--- src/rtl/haze_load_pkg.sv ---
// Shared types and helpers for the load return path formatter.
package haze_load_pkg;

    typedef enum logic [2:0] {
        LB  = 3'b000,
        LH  = 3'b001,
        LW  = 3'b010,
        LBU = 3'b100,
        LHU = 3'b101
    } load_funct3_e;

    typedef enum logic [1:0] {
        IDLE  = 2'd0,
        BEAT1 = 2'd1,
        BEAT2 = 2'd2,
        RESP  = 2'd3
    } load_state_e;

    // True for the five load encodings the formatter understands.
    function automatic logic f_is_legal(input logic [2:0] funct3);
        logic legal;
        case (funct3)
            LB, LH, LW, LBU, LHU: legal = 1'b1;
            default:              legal = 1'b0;
        endcase
        return legal;
    endfunction

    // True when the access runs past the end of the first word and needs beat 2.
    function automatic logic f_spans(input logic [2:0] funct3, input logic [1:0] addrlo);
        logic spans;
        case (funct3)
            LH, LHU: spans = (addrlo == 2'd3);
            LW:      spans = (addrlo != 2'd0);
            default: spans = 1'b0;
        endcase
        return spans;
    endfunction

endpackage

--- src/rtl/extender_NtoM.sv ---
// Widens an N-bit value to M bits with either sign or zero fill.
module extender_NtoM #(
    parameter int N = 8,
    parameter int M = 32
) (
    input  logic [N-1:0] i_Data,
    input  logic         i_Sign,
    output logic [M-1:0] o_Data
);

    // Upper bits copy the MSB only when sign extension is requested.
    assign o_Data = {{(M-N){i_Sign & i_Data[N-1]}}, i_Data};

endmodule

--- src/rtl/load_formatter.sv ---
// Load return path: collects one or two memory beats per request, aligns the
// addressed byte/halfword/word and returns a registered, extended result.
module load_formatter
    import haze_load_pkg::*;
#(
    parameter int p_TAG_W = 5
) (
    input  logic               i_CLK,
    input  logic               i_RSTn,
    input  logic               i_ReqValid,
    output logic               o_ReqReady,
    input  logic [2:0]         i_ReqFunct3,
    input  logic [1:0]         i_ReqAddrLo,
    input  logic [p_TAG_W-1:0] i_ReqTag,
    input  logic               i_MemValid,
    output logic               o_MemReady,
    input  logic [31:0]        i_MemData,
    output logic               o_SecondBeat,
    output logic               o_RspValid,
    input  logic               i_RspReady,
    output logic [31:0]        o_RspData,
    output logic [p_TAG_W-1:0] o_RspTag,
    output logic               o_RspIllegal
);

    load_state_e        state_q, state_d;
    logic [2:0]         funct3_q, funct3_d;
    logic [1:0]         addrlo_q, addrlo_d;
    logic [p_TAG_W-1:0] tag_q, tag_d;
    logic               illegal_q, illegal_d;
    logic [31:0]        lo_q, lo_d;
    logic [31:0]        hi_q, hi_d;
    logic [31:0]        rsp_data_q, rsp_data_d;
    logic [p_TAG_W-1:0] rsp_tag_q, rsp_tag_d;
    logic               rsp_illegal_q, rsp_illegal_d;

    logic               req_ready;
    logic               mem_ready;
    logic               req_fire;
    logic               mem_fire;
    logic               enter_resp;
    logic               sign_ext;
    logic [31:0]        win;
    logic [31:0]        ext8;
    logic [31:0]        ext16;
    logic [31:0]        result;

    // A new request can be taken when idle, or when the pending response leaves this cycle.
    assign req_ready = (state_q == IDLE) || ((state_q == RESP) && i_RspReady);
    assign mem_ready = (state_q == BEAT1) || (state_q == BEAT2);
    assign req_fire  = i_ReqValid && req_ready;
    assign mem_fire  = i_MemValid && mem_ready;

    // Next-state and request/beat capture; a same-cycle accept overrides the RESP exit.
    always_comb begin
        state_d    = state_q;
        funct3_d   = funct3_q;
        addrlo_d   = addrlo_q;
        tag_d      = tag_q;
        illegal_d  = illegal_q;
        lo_d       = lo_q;
        hi_d       = hi_q;
        enter_resp = 1'b0;

        case (state_q)
            BEAT1: begin
                if (mem_fire) begin
                    lo_d = i_MemData;
                    if (f_spans(funct3_q, addrlo_q)) begin
                        state_d = BEAT2;
                    end else begin
                        hi_d       = '0;
                        state_d    = RESP;
                        enter_resp = 1'b1;
                    end
                end
            end
            BEAT2: begin
                if (mem_fire) begin
                    hi_d       = i_MemData;
                    state_d    = RESP;
                    enter_resp = 1'b1;
                end
            end
            RESP: begin
                if (i_RspReady) begin
                    state_d = IDLE;
                end
            end
            default: ;
        endcase

        if (req_fire) begin
            funct3_d  = i_ReqFunct3;
            addrlo_d  = i_ReqAddrLo;
            tag_d     = i_ReqTag;
            illegal_d = !f_is_legal(i_ReqFunct3);
            lo_d      = '0;
            hi_d      = '0;
            if (f_is_legal(i_ReqFunct3)) begin
                state_d = BEAT1;
            end else begin
                state_d    = RESP;
                enter_resp = 1'b1;
            end
        end
    end

    assign sign_ext = ~funct3_d[2];

    extender_NtoM #(.N(8), .M(32)) u_ext8 (
        .i_Data (win[7:0]),
        .i_Sign (sign_ext),
        .o_Data (ext8)
    );

    extender_NtoM #(.N(16), .M(32)) u_ext16 (
        .i_Data (win[15:0]),
        .i_Sign (sign_ext),
        .o_Data (ext16)
    );

    // Align the beat pair on the incoming values and load the response registers on RESP entry.
    always_comb begin
        win           = 32'({hi_d, lo_d} >> {addrlo_d, 3'b000});
        rsp_data_d    = rsp_data_q;
        rsp_tag_d     = rsp_tag_q;
        rsp_illegal_d = rsp_illegal_q;

        case (funct3_d)
            LB, LBU: result = ext8;
            LH, LHU: result = ext16;
            LW:      result = win;
            default: result = '0;
        endcase

        if (enter_resp) begin
            rsp_data_d    = illegal_d ? 32'h0 : result;
            rsp_tag_d     = tag_d;
            rsp_illegal_d = illegal_d;
        end
    end

    // State and datapath registers; reset drops any transaction in flight.
    always_ff @(posedge i_CLK or negedge i_RSTn) begin
        if (!i_RSTn) begin
            state_q       <= IDLE;
            funct3_q      <= '0;
            addrlo_q      <= '0;
            tag_q         <= '0;
            illegal_q     <= 1'b0;
            lo_q          <= '0;
            hi_q          <= '0;
            rsp_data_q    <= '0;
            rsp_tag_q     <= '0;
            rsp_illegal_q <= 1'b0;
        end else begin
            state_q       <= state_d;
            funct3_q      <= funct3_d;
            addrlo_q      <= addrlo_d;
            tag_q         <= tag_d;
            illegal_q     <= illegal_d;
            lo_q          <= lo_d;
            hi_q          <= hi_d;
            rsp_data_q    <= rsp_data_d;
            rsp_tag_q     <= rsp_tag_d;
            rsp_illegal_q <= rsp_illegal_d;
        end
    end

    assign o_ReqReady   = req_ready;
    assign o_MemReady   = mem_ready;
    assign o_SecondBeat = (state_q == BEAT2);
    assign o_RspValid   = (state_q == RESP);
    assign o_RspData    = rsp_data_q;
    assign o_RspTag     = rsp_tag_q;
    assign o_RspIllegal = rsp_illegal_q;

endmodule

--- config.mk ---
export PLATFORM = sky130hd
export DESIGN_NAME = load_formatter
export DESIGN_NICKNAME = d
export VERILOG_FILES = /design/src/rtl/haze_load_pkg.sv /design/src/rtl/extender_NtoM.sv /design/src/rtl/load_formatter.sv
export SDC_FILE = /design/constraint.sdc
export NUM_CORES = 1
export LEC_CHECK = 0
export ABC_AREA = 1
export BUFFER_PORTS_ARGS = -buffer_cell sky130_fd_sc_hd__buf_2
export CAP_MARGIN = 15
export CORE_MARGIN = 2
export CORE_UTILIZATION = 40
export DETAILED_ROUTE_END_ITERATION = 16
export GPL_TIMING_DRIVEN = 0
export PLACE_DENSITY_LB_ADDON = 0.08
export SYNTH_ARGS = -nofsm -noshare
export SYNTH_HDL_FRONTEND = slang
export SYNTH_SLANG_ARGS = --single-unit
--- constraint.sdc ---
create_clock -name i_CLK -period 2.9 [get_ports i_CLK]
set_input_delay 0.58 -clock i_CLK [delete_from_list [all_inputs] [get_ports i_CLK]]
set_output_delay 0.58 -clock i_CLK [all_outputs]
set_load 0.03 [all_outputs]
==> flow_metrics.env <==
export IMPL_status="complete, no violations"
export IMPL_synth_ff_type="dfrtp_1"
export IMPL_finalSetupViolations=0
export IMPL_tritoncts="done"
export IMPL_ir_worst_vdd_mv=0.413
export IMPL_ys_types=31
export IMPL_synth_area_um2=6170
export IMPL_antenna_left=0
export IMPL_final_nets=975
export IMPL_io_pins=89
export IMPL_cts_sinks=107
export IMPL_ys_top_cells_by_area="dfrtp_1, nand2_1, nand3_1, o21ai_0, nor2_1"
export IMPL_cts_hold_buf=0
export IMPL_place_area_um2=6900
export IMPL_die_height_um=128
export IMPL_synth_warnings=0
export IMPL_drt_first_pass_iters=5
export IMPL_r2r_cells=12
export IMPL_gr_usage_all_layers_pct=26.6
export IMPL_fin_crit_ps=2710
export IMPL_first_iter_violations=535
export IMPL_die_width_um=128
export IMPL_slew_headroom_pct=66.4
export IMPL_portBuffers=88
export IMPL_start_util_pct=40.8
export IMPL_synth_top_cells_by_count="nand2_1, nand3_1, dfrtp_1, o21ai_0, nor2_1"
export IMPL_gp_congestion=0.885
export IMPL_worst_setup_path_type="reg2reg"
export IMPL_coreArea_um2=15100
export IMPL_clockRootBuffer="clkbuf_16"
export IMPL_ys_seq_area_share_pct=43.4
export IMPL_regToRegSetupSlack_ps=190
export IMPL_whs_ps=230
export IMPL_final_core_util_pct=47.6
export IMPL_ys_ff_latch=107
export IMPL_maxCapViolations=0
export IMPL_critPathLaunchType="register"
export IMPL_synth_nets=874
export IMPL_synth_edf_count=0
export IMPL_regToRegEndpoint="o_RspData[2]"
export IMPL_tightestPinTransition_ps=504
export IMPL_fmax_mhz=369
export IMPL_wl_per_cell_um=18.9
export IMPL_p_total_mw=8.76
export IMPL_antennaDiodeCount=0
export IMPL_finClkSkew_ps=9.83
export IMPL_grt_pass1_vias=5976
export IMPL_slew_viol_final=0
export IMPL_insertion_delay_ps=360
export IMPL_grt_overflow_total=0
export IMPL_cp_end_kind="register"
export IMPL_crit_fanout=10
export IMPL_worstPathRequired_ps=3180
export IMPL_vias=6017
export IMPL_multi_input_area_um2=2970
export IMPL_async_flop_share_pct=100
export IMPL_syn2layout_area_growth_pct=16.6
export IMPL_hold_viol=0
export IMPL_fin_crit_sh_pct=93.4
export IMPL_grt_pass1_wl_mm=33.0
export IMPL_yosys_area_top_type="dfrtp_1"
export IMPL_regArea_um2=2680
export IMPL_antenna_found_initial=0
export IMPL_clk_path_buf_depth=2
export IMPL_drc=0
export IMPL_arrival_ps=2990
export IMPL_cts_buffers=9
export IMPL_cts_htree_levels=3
export IMPL_synth_most_common_cell="nand2_1"
export IMPL_pwr_density_cell_nw_per_um2=1220
export IMPL_rows=45
export IMPL_syn_area_per_cell_um2=7.52
export IMPL_dieArea_um2=16400
export IMPL_drive_gt1_share_pct=20.8
export IMPL_reg2reg_from="state_q[1]"
export IMPL_vias_per_cell=5.40
export IMPL_grt_max_degree=71
export IMPL_leakagePower_nw=3.77
export IMPL_grt_setup_unrepaired="false"
export IMPL_routed_wirelength_mm=21.1
export IMPL_clkTransAtPathRegs_ps=80
export IMPL_synth_cells=821
export IMPL_fillers=1540
export IMPL_synth_top_area_share_pct=43.4
export IMPL_place_hpwl_mm=16.2
export IMPL_hp_class="in2async"
export IMPL_final_area_um2=7200
## cell type report
cell class | instances | area share, %
Timing Repair Buffer | 90 | 6.81
Clock inverter | 6 | 0.712
Multi-Input combinational cell | 598 | 41.2
Clock buffer | 9 | 3.13
Buffer | 52 | 4.29
Inverter | 64 | 3.41
Sequential cell | 107 | 37.2
Tap cell | 188 | 3.27
## per-layer routing
metal	up-vias	track usage, %	share of wire [%]
met1	2846	36.5	44
met5	-	0	0
li1	2905	-	-
met2	223	40.8	45
met3	43	4.97	7.0
met4	0	12.5	3.8
## stage by stage
step / setup TNS [ps] / worst slack, ps / cells
3_5_place_dp: 0 / 75.7 / 1099
6_report: 0 / 190 / 1114
3_3_place_gp: -7420 / -79.6 / 1097
4_1_cts: 0 / 62.8 / 1114
2_1_floorplan: 0 / 568 / 821
5_1_grt: 0 / 23.1 / 1114
## logic make-up after synthesis
family / after synthesis / share of synthesized area (%)
fa+ha+maj: 6 / 1.22
compound gates: 171 / 15.8
flops: 107 / 43.4
simple gates: 421 / 30.9
buf+inv: 116 / 8.73
## worst max path at each step
stage          startpoint       endpoint  slack, ps
2_1_floorplan  state_q[0]  o_RspData[22]        570
3_3_place_gp       i_RSTn  o_RspData[31]        -80
3_5_place_dp   state_q[1]  o_RspData[25]         80
4_1_cts        state_q[1]  o_RspData[25]         60
5_1_grt        state_q[1]   o_RspData[2]         20
6_report       state_q[1]   o_RspData[2]        190
## registers in the layout, indices dropped and copies added (netlist names)
name	flops
state_q	2
addrlo_q	2
o_RspData	32
o_RspIllegal	1
tag_q	5
illegal_q	1
funct3_q	3
o_RspTag	5
lo_q	32
hi_q	24
## critical path, stage by stage (launching register included)
cell	delay (ps)
dfrtp_1	450
inv_1	120
ha_1	190
inv_1	90
nand2_4	60
nand2_4	90
buf_6	160
buf_2	270
buf_2	330
o21ai_0	170
o21ai_0	370
a21oi_1	140
o21ai_0	180
## timing repair
item,CTS,global route
gates resized for setup,0,13
endpoints found under the setup margin,0,29
buffers inserted,0,0
## where the power goes
part           switching, mW  internal [mW]
logic                   3.81           1.55
clock network          0.599          0.588
registers              0.205           2.01
## cells in the final DEF (no fill, tap or decap), types with 6 or more instances in the layout
| master | n |
|---|---|
| nand3_2 | 12 |
| buf_2 | 107 |
| buf_6 | 7 |
| inv_1 | 54 |
| clkbuf_1 | 13 |
| inv_2 | 8 |
| o21ai_0 | 72 |
| o21ai_1 | 11 |
| dfrtp_1 | 107 |
| a21boi_0 | 24 |
| nand3_1 | 129 |
| nand2_1 | 190 |
| ha_1 | 6 |
| buf_4 | 6 |
| nor2_1 | 63 |
| a21oi_1 | 47 |
| or2_2 | 6 |
| clkbuf_16 | 9 |
No activity file was read; power rests on OpenSTA's default activity.
